==> src/rtl/newspaper_pkg.sv <==
// Shared constants and types for the newspaper vending controller.
package newspaper_pkg;

    // All amounts are in cents; 6 bits covers the largest possible total (55).
    localparam logic [5:0] PRICE   = 6'd35;
    localparam logic [5:0] NICKEL  = 6'd5;
    localparam logic [5:0] DIME    = 6'd10;
    localparam logic [5:0] QUARTER = 6'd25;

    // Accumulated credit; the register never holds PRICE or more.
    typedef enum logic [2:0] {
        C0  = 3'd0,
        C5  = 3'd1,
        C10 = 3'd2,
        C15 = 3'd3,
        C20 = 3'd4,
        C25 = 3'd5,
        C30 = 3'd6
    } credit_e;

    // Change owed after a vend, 0..20 cents.
    typedef logic [4:0] change_t;

    function automatic logic [5:0] credit_cents(input credit_e c);
        logic [5:0] cents;
        case (c)
            C0:      cents = 6'd0;
            C5:      cents = 6'd5;
            C10:     cents = 6'd10;
            C15:     cents = 6'd15;
            C20:     cents = 6'd20;
            C25:     cents = 6'd25;
            C30:     cents = 6'd30;
            default: cents = 6'd0;
        endcase
        return cents;
    endfunction

    // Only called with totals below PRICE; anything else collapses to C0.
    function automatic credit_e cents_to_credit(input logic [5:0] cents);
        credit_e c;
        case (cents)
            6'd5:    c = C5;
            6'd10:   c = C10;
            6'd15:   c = C15;
            6'd20:   c = C20;
            6'd25:   c = C25;
            6'd30:   c = C30;
            default: c = C0;
        endcase
        return c;
    endfunction

endpackage

==> src/rtl/newspaper_change_enc.sv <==
// Maps a change amount to the coin-return solenoid pattern.
// Twenty cents is returned as two dimes, so D1 and D2 are never both set.
module newspaper_change_enc
    import newspaper_pkg::*;
(
    input  change_t    change_amt,
    output logic       n1,
    output logic       d1,
    output logic       d2
);

    // Decode the amount; unexpected amounts return nothing.
    always_comb begin
        n1 = 1'b0;
        d1 = 1'b0;
        d2 = 1'b0;
        case (change_amt)
            5'd5:  n1 = 1'b1;
            5'd10: d1 = 1'b1;
            5'd15: begin
                d1 = 1'b1;
                n1 = 1'b1;
            end
            5'd20: d2 = 1'b1;
            default: ;
        endcase
    end

endmodule

==> src/rtl/newspaper_vendor.sv <==
// Coin-operated newspaper vending controller: accumulates nickels, dimes and
// quarters toward a 35c price, then pulses release plus exact change.
//
// state | meaning
// C0    | no credit
// C5    | 5c credit
// C10   | 10c credit
// C15   | 15c credit
// C20   | 20c credit
// C25   | 25c credit
// C30   | 30c credit
//
// A completing coin returns the FSM to C0 in the same edge that loads the
// output pulses, so a coin in the following cycle starts a fresh sale.
module newspaper_vendor
    import newspaper_pkg::*;
(
    input  logic clk,
    input  logic rst_n,
    input  logic N,
    input  logic D,
    input  logic Q,
    output logic R,
    output logic N1,
    output logic D1,
    output logic D2
);

    credit_e    credit_q, credit_d;
    logic       r_q, r_d;
    logic       n1_q, n1_d;
    logic       d1_q, d1_d;
    logic       d2_q, d2_d;

    logic [5:0] coin_val;
    logic [5:0] total;
    change_t    change_amt;
    logic       enc_n1, enc_d1, enc_d2;

    // Coin decode: exactly one input high counts, any other pattern is no coin.
    always_comb begin
        coin_val = 6'd0;
        case ({N, D, Q})
            3'b100:  coin_val = NICKEL;
            3'b010:  coin_val = DIME;
            3'b001:  coin_val = QUARTER;
            default: coin_val = 6'd0;
        endcase
        total = credit_cents(credit_q) + coin_val;
    end

    // Next credit and output pulses from the running total.
    always_comb begin
        credit_d   = credit_q;
        r_d        = 1'b0;
        change_amt = '0;
        if (coin_val != 6'd0) begin
            if (total >= PRICE) begin
                credit_d   = C0;
                r_d        = 1'b1;
                change_amt = change_t'(total - PRICE);
            end else begin
                credit_d   = cents_to_credit(total);
            end
        end
        n1_d = enc_n1;
        d1_d = enc_d1;
        d2_d = enc_d2;
    end

    newspaper_change_enc u_change_enc (
        .change_amt (change_amt),
        .n1         (enc_n1),
        .d1         (enc_d1),
        .d2         (enc_d2)
    );

    // Credit state register and registered output pulses.
    always_ff @(posedge clk or negedge rst_n) begin
        if (!rst_n) begin
            credit_q <= C0;
            r_q      <= 1'b0;
            n1_q     <= 1'b0;
            d1_q     <= 1'b0;
            d2_q     <= 1'b0;
        end else begin
            credit_q <= credit_d;
            r_q      <= r_d;
            n1_q     <= n1_d;
            d1_q     <= d1_d;
            d2_q     <= d2_d;
        end
    end

    assign R  = r_q;
    assign N1 = n1_q;
    assign D1 = d1_q;
    assign D2 = d2_q;

endmodule

==> config.mk <==
export PLATFORM = sky130hd
export DESIGN_NAME = newspaper_vendor
export DESIGN_NICKNAME = d
export VERILOG_FILES = /design/src/rtl/newspaper_pkg.sv /design/src/rtl/newspaper_change_enc.sv /design/src/rtl/newspaper_vendor.sv
export SDC_FILE = /design/constraint.sdc
export NUM_CORES = 1
export LEC_CHECK = 0
export CORE_MARGIN = 2
export CORE_UTILIZATION = 30
export CTS_BUF_LIST = sky130_fd_sc_hd__clkbuf_8
export CTS_CLUSTER_DIAMETER = 200
export CTS_CLUSTER_SIZE = 16
export DETAILED_ROUTE_END_ITERATION = 7
export PLACE_DENSITY = 0.49
export SLEW_MARGIN = 15
export SYNTH_ARGS = -nofsm -noshare
export SYNTH_HDL_FRONTEND = slang
export SYNTH_HIERARCHICAL = 1
export SYNTH_SLANG_ARGS = --single-unit
==> constraint.sdc <==
create_clock -name clk -period 2.7 [get_ports clk]
set_input_delay 0.54 -clock clk [delete_from_list [all_inputs] [get_ports clk]]
set_output_delay 0.54 -clock clk [all_outputs]
set_load 0.1 [all_outputs]
==> reports/results.tsv, run 1 <==
stage	metric	value	unit
outcome	status	finished with violations	
outcome	failing checks	negative setup slack	
floorplanning	Ports	9	
synth	Synth top area share	20.9	%
floorplanning	Starting Density	31.0	%
setup_path	Reg-to-Reg End	D1	
power_and_ir_drop	proportion of power drawn by the clock network	9.9	%
sta	RSZ-0062 raised after global routing	yes	
synth	dominant cell type by area after synthesis	dfrtp_1	
sta	post-route setup slack	-0.157	ns
setup_path	critical-path maximum fanout	5	
placed_design	worst slack, placed	-0.936	ns
drt	Pre-antenna DRT Iters	4	
synth	Synth Cell Area	840	um2
synth	Syn. warnings	6	
clock_tree	Root Buffer	clkbuf_8	
floorplanning	die area	3240	um2
synth	Post-Synthesis Net Count	111	
synth	largest cells by area after synthesis	dfrtp_1 (21%), ha_1 (13%), xor2_1 (6.3%)	
sta	Slew @ Worst Pin	0.380	ns
floorplanning	std cell rows	19	
power_and_ir_drop	Switching Share	43.0	%
global_routing	largest net degree at the start of global routing	11	
clock_tree	TritonCTS clock tree	built	
cells_and_area	design area	1440	um2
drt	detailed-route DRC error count	0	
setup_path	FF-to-FF path depth	10	
drt	drt total wl	2.34	mm
synth	Yosys reg bits	7	
sta	Achievable Freq	350	MHz
synth	Distinct cells, synth	37	
global_routing	Overflow after GRT	0	
placed_design	placed cells	163	
power_and_ir_drop	combinational power share	80.6	%
placed_design	GP Congestion	0.819	
power_and_ir_drop	cell internal pwr	0.811	mW
power_and_ir_drop	Pleak	0.709	nW
synth	post-synthesis average cell area	8.75	um2
global_routing	number of global-route vias before repair	901	
drt	Routed wire per std cell	13.1	um
power_and_ir_drop	PD cells	991	nW/um2
cells_and_area	Ant. Diodes	0	
setup_path	data required time of the worst path	2.85	ns
drt	post-route ant nets	0	
synth	Seq/Total Area, Yosys	20.9	%
sta	Rel. slew slack	74.4	%
sta	Final period util	106	%
setup_path	CP arrival	3.00	ns
clock_tree	hold_buf cts	0	
synth	synthesized instance count	96	
cells_and_area	fraction of layout cells with a size suffix above 1	52.0	%
setup_path	CP endpoint kind	flop	
sta	setup TNS	-0.466	ns
cells_and_area	most frequent cells in the layout	buf_4 (45), dfrtp_1 (7), nand2_1 (7)	
power_and_ir_drop	Final Power	1.42	mW
sta	Final setup viols	5	
clock_tree	clock sink count	7	
cells_and_area	nets	164	
floorplanning	Core ar.	2710	um2
clock_tree	Clk Latency, worst-skew pair	0.22	ns
setup_path	Startpoint Class	primary input	
global_routing	initial antenna violation count	0	
hold_path	worst hold path class	primary input to asynchronous set/reset pin	
job	Max-Cap Viols	0	
global_routing	first-pass GRT wire length	3.93	mm
global_routing	gr usage total	15.3	%
cells_and_area	Area Overhead vs Synth	70.9	%
cells_and_area	# fillers	255	
drt	routed vias/inst	4.83	
placed_design	Post-DP HPWL	1.78	mm
placed_design	Area after DPL	1210	um2
sta	Tmin final	2.86	ns
placed_design	IO Port Bufs	8	
drt	Vias	865	
floorplanning	Die W	56.9	um
setup_path	Critical R2R Launch	credit_q[2]	
cells_and_area	Final Non-Filler Cells	179	
power_and_ir_drop	Max IR drop VDD	562	uV
sta	Pins Over Slew Limit	0	
power_and_ir_drop	Switch Pwr	0.611	mW
drt	Initial DRC Count	24	
clock_tree	H-tree Lvls	1	
sta	Max Clock Skew	0.000412	ns
clock_tree	CTS buffer count	3	
sta	Final Hold Violating Endpoints	0	
power_and_ir_drop	Flop pwr share	9.5	%
clock_tree	Worst-path clk slew	0.04	ns
floorplanning	die height	56.9	um
cells_and_area	commonest non-fill, non-tap cell in the layout	buf_4	
setup_path	R2R setup slack	0.03	ns
setup_path	critical path class	primary input to flop	
clock_tree	Clock Path Buffers	2	
==> sequential cells by signal, indices dropped and copies added, names as in the netlist <==
register  flops
credit_q      3
R             1
D2            1
N1            1
D1            1
==> critical path: stages <==
cell and delay [ns]:
buf_8 0.10, buf_12 0.12, nor3b_4 0.19, or2_4 0.15, ha_4 0.13, fa_2 0.48, ha_4 0.19, or2_4 0.27
o311ai_4 0.42, a21oi_2 0.09, xor2_1 0.18, nor3_2 0.15
==> logic make-up (layout without fill, tap and decap cells) <==
family / after synthesis / count (layout) / synth area share, %
AOI/OAI and AO/OA: 25 / 25 / 24.4
and+or+nand+nor: 34 / 34 / 22.4
DFF: 7 / 7 / 20.9
muxes: 2 / 2 / 2.38
xor gates and xnor gates: 10 / 10 / 10.4
buffers and inverters: 8 / 60 / 3.72
adders and majority gates: 10 / 10 / 15.8
==> layout make-up <==
type                            instances  area [um2]  area share [%]
Inverter                                6        22.5            1.57
Clock buffer                            3        41.3            2.88
Timing Repair Buffer                   50         399            27.8
Sequential cell                         7         175            12.2
Tap cell                               31        38.8            2.70
Multi-Input combinational cell         81         754            52.6
Clock inverter                          1        3.75           0.262
==> power by group through the flow <==
stage	Combinational (mW)	Sequential, mW	Clock (mW)
after floorplan	0.598	0.152	0
after global placement	1.01	0.135	0
after detailed placement	1.00	0.137	0
after CTS	1.07	0.136	0.147
after global routing	1.24	0.138	0.156
final	1.15	0.135	0.141
==> synthesized netlist by cell type <==
library cell,count
o21ai_0,3
clkbuf_1,1
and3_1,1
a21o_2,1
o21bai_1,1
xor2_1,6
and4_1,2
and2_1,2
a21boi_0,2
a21o_1,1
mux2i_1,2
nand2_1,8
nor3_1,4
ha_1,9
inv_1,5
a2111oi_2,1
o41a_1,1
and4b_1,1
o32a_1,1
a22o_1,1
dfrtp_1,7
o2111a_1,1
or2_2,3
a211oi_1,1
a221oi_1,1
o311ai_4,1
nor2_1,7
nor2b_1,1
o21a_1,1
nor3_2,1
a21oi_1,7
fa_1,1
inv_2,1
buf_2,1
a221o_1,1
xnor2_1,4
nor3b_1,4
==> worst max path at each step <==
stage	to	slack, ns	cells past startpoint	startpoint
floorplan	N1	-0.17	10	N
global placement	N1	-0.82	11	Q
detailed placement	N1	-0.94	11	Q
CTS	N1	-0.15	12	Q
global route	N1	-0.30	12	Q
finish	D1	-0.16	12	Q
==> per-stage QoR <==
step	hold slack, ns	utilization (%)
after global routing	0.589	53.0
after floorplan	0.244	-
after CTS	0.577	50.8
after global placement	0.618	44.6
after detailed placement	0.627	44.6
final	0.571	53.0
==> timing repair <==
item | CTS | global route
gates cloned | 0 | 0
buffers inserted | 10 | 2
pin swaps | 14 | 18
gates resized for setup | 25 | 5
setup endpoints to repair | 7 | 7
==> routing by layer <==
layer | vias up | routed length [um] | GRT usage, % | share of wire (%)
met4 | 0 | 52 | 3.65 | 2.2
met5 | - | 0 | 0 | 0
met2 | 13 | 1170 | 25.3 | 50
met3 | 4 | 70 | 3.92 | 3.0
li1 | 451 | - | - | -
met1 | 397 | 1050 | 19.9 | 45
Note: power is estimated with default switching activity, not from simulation.
==> inputs of run 2 (changes only) <==
Settings changed: TNS_END_PERCENT from default to 10.
==> run 2 against run 1 <==
  * The run still ends with negative setup slack left
  * Register-to-register slack improved by 0.02 ns
  * Worst setup slack improved by 0.017 ns
  * Total power decreased by 5.4%
  * Utilization decreased by 3.0 points
  * Die area unchanged
  * Worst hold slack got worse by 0.0025 ns
  * Non-clock buffer count decreased by 7
  * First-iteration DRC count decreased by 38%
  * Highest routed layer unchanged
==> reports/results.tsv, run 2 (same netlist as run 1, synthesis figures left out) <==
stage	metric	value	unit	change
placed_design	Post-DP HPWL	1.76	mm	-0.96%
setup_path	Crit path largest cell delay	0.41	ns	-0.07 ns
setup_path	CP endpoint kind	flop		
cells_and_area	nets	157		-4.3%
drt	post-route ant nets	0		unchanged
placed_design	IO Port Bufs	8		unchanged
clock_tree	Clock Path Buffers	2		unchanged
sta	RSZ-0062 raised after global routing	yes		
global_routing	first-pass GRT wire length	3.67	mm	-6.7%
sta	Final setup viols	4		-1
floorplanning	Core ar.	2710	um2	unchanged
drt	drt total wl	2.11	mm	-9.9%
floorplanning	die area	3240	um2	unchanged
placed_design	GP Congestion	0.885		+8.0%
setup_path	data required time of the worst path	2.83	ns	-0.02 ns
floorplanning	Ports	9		unchanged
global_routing	initial antenna violation count	0		unchanged
cells_and_area	Ant. Diodes	0		unchanged
sta	Achievable Freq	352	MHz	+0.60%
setup_path	CP arrival	2.97	ns	-0.03 ns
drt	detailed-route DRC error count	0		unchanged
cells_and_area	max FFs per register	3		unchanged
clock_tree	TritonCTS clock tree	built		
clock_tree	Worst-path clk slew	0.04	ns	about the same
sta	Final Hold Violating Endpoints	0		unchanged
setup_path	CP max stage cell	o311ai_4		
sta	Slew @ Worst Pin	0.443	ns	+0.0625 ns
power_and_ir_drop	Pleak	0.667	nW	-6.0%
sta	Pins Over Slew Limit	0		unchanged
sta	Max Clock Skew	0.00325	ns	+0.00284 ns
placed_design	placed cells	163		unchanged
drt	Pre-antenna DRT Iters	3		-1
setup_path	critical-path maximum fanout	5		unchanged
global_routing	gr usage total	14.2	%	-1.1 points
placed_design	worst slack, placed	-0.823	ns	+0.113 ns
cells_and_area	most flop-heavy register	credit_q		
sta	Tmin final	2.84	ns	-0.0171 ns
sta	post-route setup slack	-0.140	ns	+0.0171 ns
global_routing	number of global-route vias before repair	857		-4.9%
floorplanning	die height	56.9	um	unchanged
clock_tree	CTS buffer count	3		unchanged
setup_path	CP Buf/Inv Count	1		-1
clock_tree	Root Buffer	clkbuf_8		
setup_path	CP delay by family, top	compound AO/OA/AOI/OAI gates		
clock_tree	Clk Latency, worst-skew pair	0.22	ns	about the same
setup_path	critical path, cell by cell	buf_8 -> nor3b_4 -> or2_4 -> ha_4 -> fa_2 -> a21o_1 -> a21oi_2 -> xnor2_2 -> o311ai_4 -> nor2_2 -> xor2_1 -> nor3_1		
drt	Vias	861		-0.46%
setup_path	Critical R2R Launch	credit_q[0]		
drt	Initial DRC Count	15		-38%
sta	Final period util	105	%	-0.63 points
power_and_ir_drop	PD cells	994	nW/um2	+0.34%
setup_path	Startpoint Class	primary input		
sta	Rel. slew slack	70.2	%	-4.2 points
global_routing	largest net degree at the start of global routing	11		unchanged
global_routing	Overflow after GRT	0		unchanged
floorplanning	Die W	56.9	um	unchanged
cells_and_area	Final Non-Filler Cells	172		-3.9%
power_and_ir_drop	Final Power	1.34	mW	-5.4%
cells_and_area	fraction of layout cells with a size suffix above 1	48.9	%	-3.1 points
setup_path	Critical path origin	Q		
outcome	status	finished with violations		
sta	setup TNS	-0.365	ns	+0.101 ns
setup_path	critical path class	primary input to flop		
cells_and_area	commonest non-fill, non-tap cell in the layout	buf_4		
clock_tree	hold_buf cts	0		unchanged
clock_tree	clock sink count	7		unchanged
drt	routed vias/inst	5.01		+3.6%
job	Max-Cap Viols	0		unchanged
floorplanning	Starting Density	31.0	%	unchanged
clock_tree	H-tree Lvls	1		unchanged
cells_and_area	most frequent cells in the layout	buf_4 (39), nand2_1 (8), dfrtp_1 (7), ha_1 (7)		
cells_and_area	Area Overhead vs Synth	61.1	%	
hold_path	worst hold path class	primary input to asynchronous set/reset pin		
outcome	failing checks	negative setup slack		
floorplanning	std cell rows	19		unchanged
power_and_ir_drop	Max IR drop VDD	474	uV	-16%
drt	Routed wire per std cell	12.3	um	-6.2%
-- run 2: path summary, 6_finish.rpt --
kind                                     to  slack (ns)  cells past startpoint
max in group asynchronous                D2        1.90                      1
worst max-delay path                     N1       -0.14                     12
worst min-delay path            credit_q[2]        0.57                      1
worst min register to register  credit_q[2]        0.65                      2
min in group clk                credit_q[2]        0.65                      2
worst max register to register           N1        0.05                     11
-- run 2: power breakdown --
| group | switching, mW | internal, mW |
|---|---|---|
| Clock | 0.0419 | 0.0979 |
| Sequential | 0.00989 | 0.126 |
| Combinational | 0.537 | 0.532 |
| Total | 0.589 | 0.756 |
-- run 2: per-stage QoR --
step,hold WS [ns],util (%),cell area (um2)
finish,0.569,49.9,1350
global route,0.580,49.9,1350
CTS,0.574,48.9,1330
detailed placement,0.654,44.1,1200
global placement,0.645,44.1,1200
floorplan,0.244,-,871
-- run 2: final cells by class --
class / count / area (um2)
flip-flops and latches: 7 / 175
multi-input cells: 81 / 737
well taps: 31 / 38.8
repair buffers: 43 / 334
clock buffers: 3 / 41.3
clock inverters: 1 / 3.75
inverters: 6 / 22.5
fillers: 249 / 1360
-- run 2: timing repair --
item	4_1_cts	5_1_grt
setup buffers	5	0
setup endpoints to repair	7	7
pin swaps	12	1
cloned	0	0
gates resized for setup	26	4
-- run 2: metal layers --
layer	GRT usage (%)	vias to the layer above	part of all wire [%]
li1	-	442	-
met1	18.1	408	46
met2	25.0	9	51
met3	3.00	2	2.5
met4	1.99	0	0.38
met5	0	-	0
==> inputs of run 3 (changes only) <==
Settings changed: CELL_PAD_IN_SITES_DETAIL_PLACEMENT from default to 1, CELL_PAD_IN_SITES_GLOBAL_PLACEMENT from default to 1, PLACE_DENSITY 0.49 to 0.61.
==> run 3 against run 2 <==
  * The run still ends with negative setup slack left
  * Final cell count up 2.9%
  * Sequential cell count is the same
  * Via count is 3.1% higher
  * Design area is 5.0% higher
  * Clock power is 4% higher
  * Critical path type unchanged
  * Largest cell class unchanged
  * Highest routed layer is now met3
==> reports/results.tsv, run 3 (same netlist as run 1, synthesis figures left out) <==
stage	metric	value	unit	change
outcome	status	finished with violations		
outcome	failing checks	negative setup slack		
sta	Final period util	106	%	+1.0 points
cells_and_area	max FFs per register	3		unchanged
floorplanning	Starting Density	31.0	%	unchanged
clock_tree	Clk Latency, worst-skew pair	0.23	ns	about the same
setup_path	CP endpoint kind	flop		
cells_and_area	fraction of layout cells with a size suffix above 1	53.4	%	+4.5 points
setup_path	data required time of the worst path	2.85	ns	+0.02 ns
sta	Final Hold Violating Endpoints	0		unchanged
clock_tree	clock sink count	7		unchanged
setup_path	CP arrival	3.02	ns	+0.05 ns
sta	Pins Over Slew Limit	0		unchanged
setup_path	R2R setup slack	-0.01	ns	-0.06 ns
global_routing	number of global-route vias before repair	976		+14%
setup_path	Critical R2R Launch	credit_q[2]		
floorplanning	Die W	56.9	um	unchanged
placed_design	worst slack, placed	-1.05	ns	-0.231 ns
cells_and_area	Ant. Diodes	0		unchanged
drt	Vias	888		+3.1%
cells_and_area	most frequent cells in the layout	buf_4 (43), dfrtp_1 (7), nand2_1 (7), ha_1 (7), xor2_1 (6)		
drt	post-route ant nets	0		unchanged
drt	Initial DRC Count	17		+2
setup_path	critical-path maximum fanout	5		unchanged
clock_tree	H-tree Lvls	1		unchanged
setup_path	CP Buf/Inv Count	1		unchanged
setup_path	Critical Path Stages	11		-1
floorplanning	std cell rows	19		unchanged
power_and_ir_drop	Max IR drop VDD	626	uV	+32%
setup_path	Startpoint Class	primary input		
floorplanning	Core ar.	2710	um2	unchanged
sta	Tmin final	2.87	ns	+0.0278 ns
clock_tree	Root Buffer	clkbuf_8		
setup_path	Critical path origin	N		
sta	Rel. slew slack	69.4	%	-0.82 points
drt	routed vias/inst	5.02		+0.22%
placed_design	Post-DP HPWL	2.11	mm	+20%
setup_path	Reg-to-Reg End	D2		
cells_and_area	most flop-heavy register	credit_q		
drt	Routed wire per std cell	15.4	um	+25%
clock_tree	TritonCTS clock tree	built		
drt	Pre-antenna DRT Iters	4		+1
hold_path	worst hold path class	primary input to asynchronous set/reset pin		
floorplanning	die area	3240	um2	unchanged
global_routing	Overflow after GRT	0		unchanged
cells_and_area	# fillers	318		+28%
setup_path	CP delay by family, top	simple AND/OR/NAND/NOR gates		
setup_path	critical path, cell by cell	buf_8 -> nor3b_4 -> or2_4 -> ha_4 -> fa_2 -> ha_4 -> or2_4 -> o311ai_4 -> nor2_2 -> nor2_1 -> and4b_1		
drt	drt total wl	2.72	mm	+29%
floorplanning	Ports	9		unchanged
sta	setup TNS	-0.637	ns	-0.272 ns
drt	detailed-route DRC error count	0		unchanged
setup_path	CP max stage cell	fa_2		
sta	Final setup viols	5		+1
cells_and_area	commonest non-fill, non-tap cell in the layout	buf_4		
cells_and_area	nets	162		+3.2%
placed_design	GP Congestion	0.872		-1.5%
sta	Achievable Freq	349	MHz	-0.97%
clock_tree	Clock Path Buffers	2		unchanged
cells_and_area	Final Non-Filler Cells	177		+2.9%
global_routing	largest net degree at the start of global routing	11		unchanged
clock_tree	Worst-path clk slew	0.04	ns	about the same
sta	Max Clock Skew	0.00620	ns	+0.00295 ns
sta	post-route setup slack	-0.168	ns	-0.0278 ns
job	Max-Cap Viols	0		unchanged
cells_and_area	Area Overhead vs Synth	69.2	%	
placed_design	IO Port Bufs	8		unchanged
global_routing	first-pass GRT wire length	4.46	mm	+22%
power_and_ir_drop	PD cells	1020	nW/um2	+2.3%
placed_design	placed cells	162		-0.61%
setup_path	Critical Path Sink	D2		
global_routing	gr usage total	18.0	%	+3.8 points
setup_path	Crit path largest cell delay	0.49	ns	+0.08 ns
floorplanning	die height	56.9	um	unchanged
global_routing	initial antenna violation count	0		unchanged
clock_tree	CTS buffer count	3		unchanged
setup_path	FF-to-FF path depth	10		-1
sta	RSZ-0062 raised after global routing	yes		
power_and_ir_drop	Pleak	0.703	nW	+5.4%
sta	Slew @ Worst Pin	0.455	ns	+0.0121 ns
setup_path	critical path class	primary input to flop		
[run 3: stage by stage]
stage / hold slack [ns] / util, % / total power, mW / area, um2
after floorplan: 0.244 / - / 0.749 / 871
after global placement: 0.633 / 43.9 / 1.13 / 1190
after detailed placement: 0.623 / 43.9 / 1.16 / 1190
after CTS: 0.577 / 51.0 / 1.40 / 1380
after global routing: 0.584 / 52.4 / 1.55 / 1420
final: 0.574 / 52.4 / 1.44 / 1420
[run 3: metal layers]
metal / global-route usage (%) / part of all wire, % / up-vias
li1: - / - / 448
met1: 21.2 / 42 / 426
met2: 34.2 / 55 / 14
met3: 4.38 / 2.6 / 0
met4: 0.997 / 0 / 0
met5: 0 / 0 / -
[run 3: cell type report]
cell class                      count  area, um2  area share (%)
Sequential cell                     7        175            12.3
Multi-Input combinational cell     81        759            53.5
Clock buffer                        3       41.3            2.91
Clock inverter                      1       3.75           0.264
Inverter                            6       22.5            1.59
Timing Repair Buffer               48        379            26.7
Tap cell                           31       38.8            2.73
[run 3: worst min-delay path by stage]
stage                  endpoint  slack, ns  depth (start not counted)
global placement    credit_q[2]       0.63                          2
global route                 D2       0.58                          1
floorplan                    D1       0.24                          0
detailed placement  credit_q[2]       0.62                          2
finish                       D1       0.57                          1
CTS                          D2       0.58                          1
[run 3: power by group]
part / internal [mW] / leakage, nW / switching [mW]
Sequential: 0.126 / 0.0953 / 0.00989
Clock: 0.0984 / 0.0269 / 0.0466
Combinational: 0.570 / 0.581 / 0.593
Total: 0.795 / 0.703 / 0.650
[run 3: what timing repair did]
action                                  4_1_cts  5_1_grt
endpoints found under the setup margin        7        7
buffers inserted                             11        0
hold buffers                                  0        0
cloned                                        0        0
pin swaps                                    16       10
gates resized for setup                      30        7
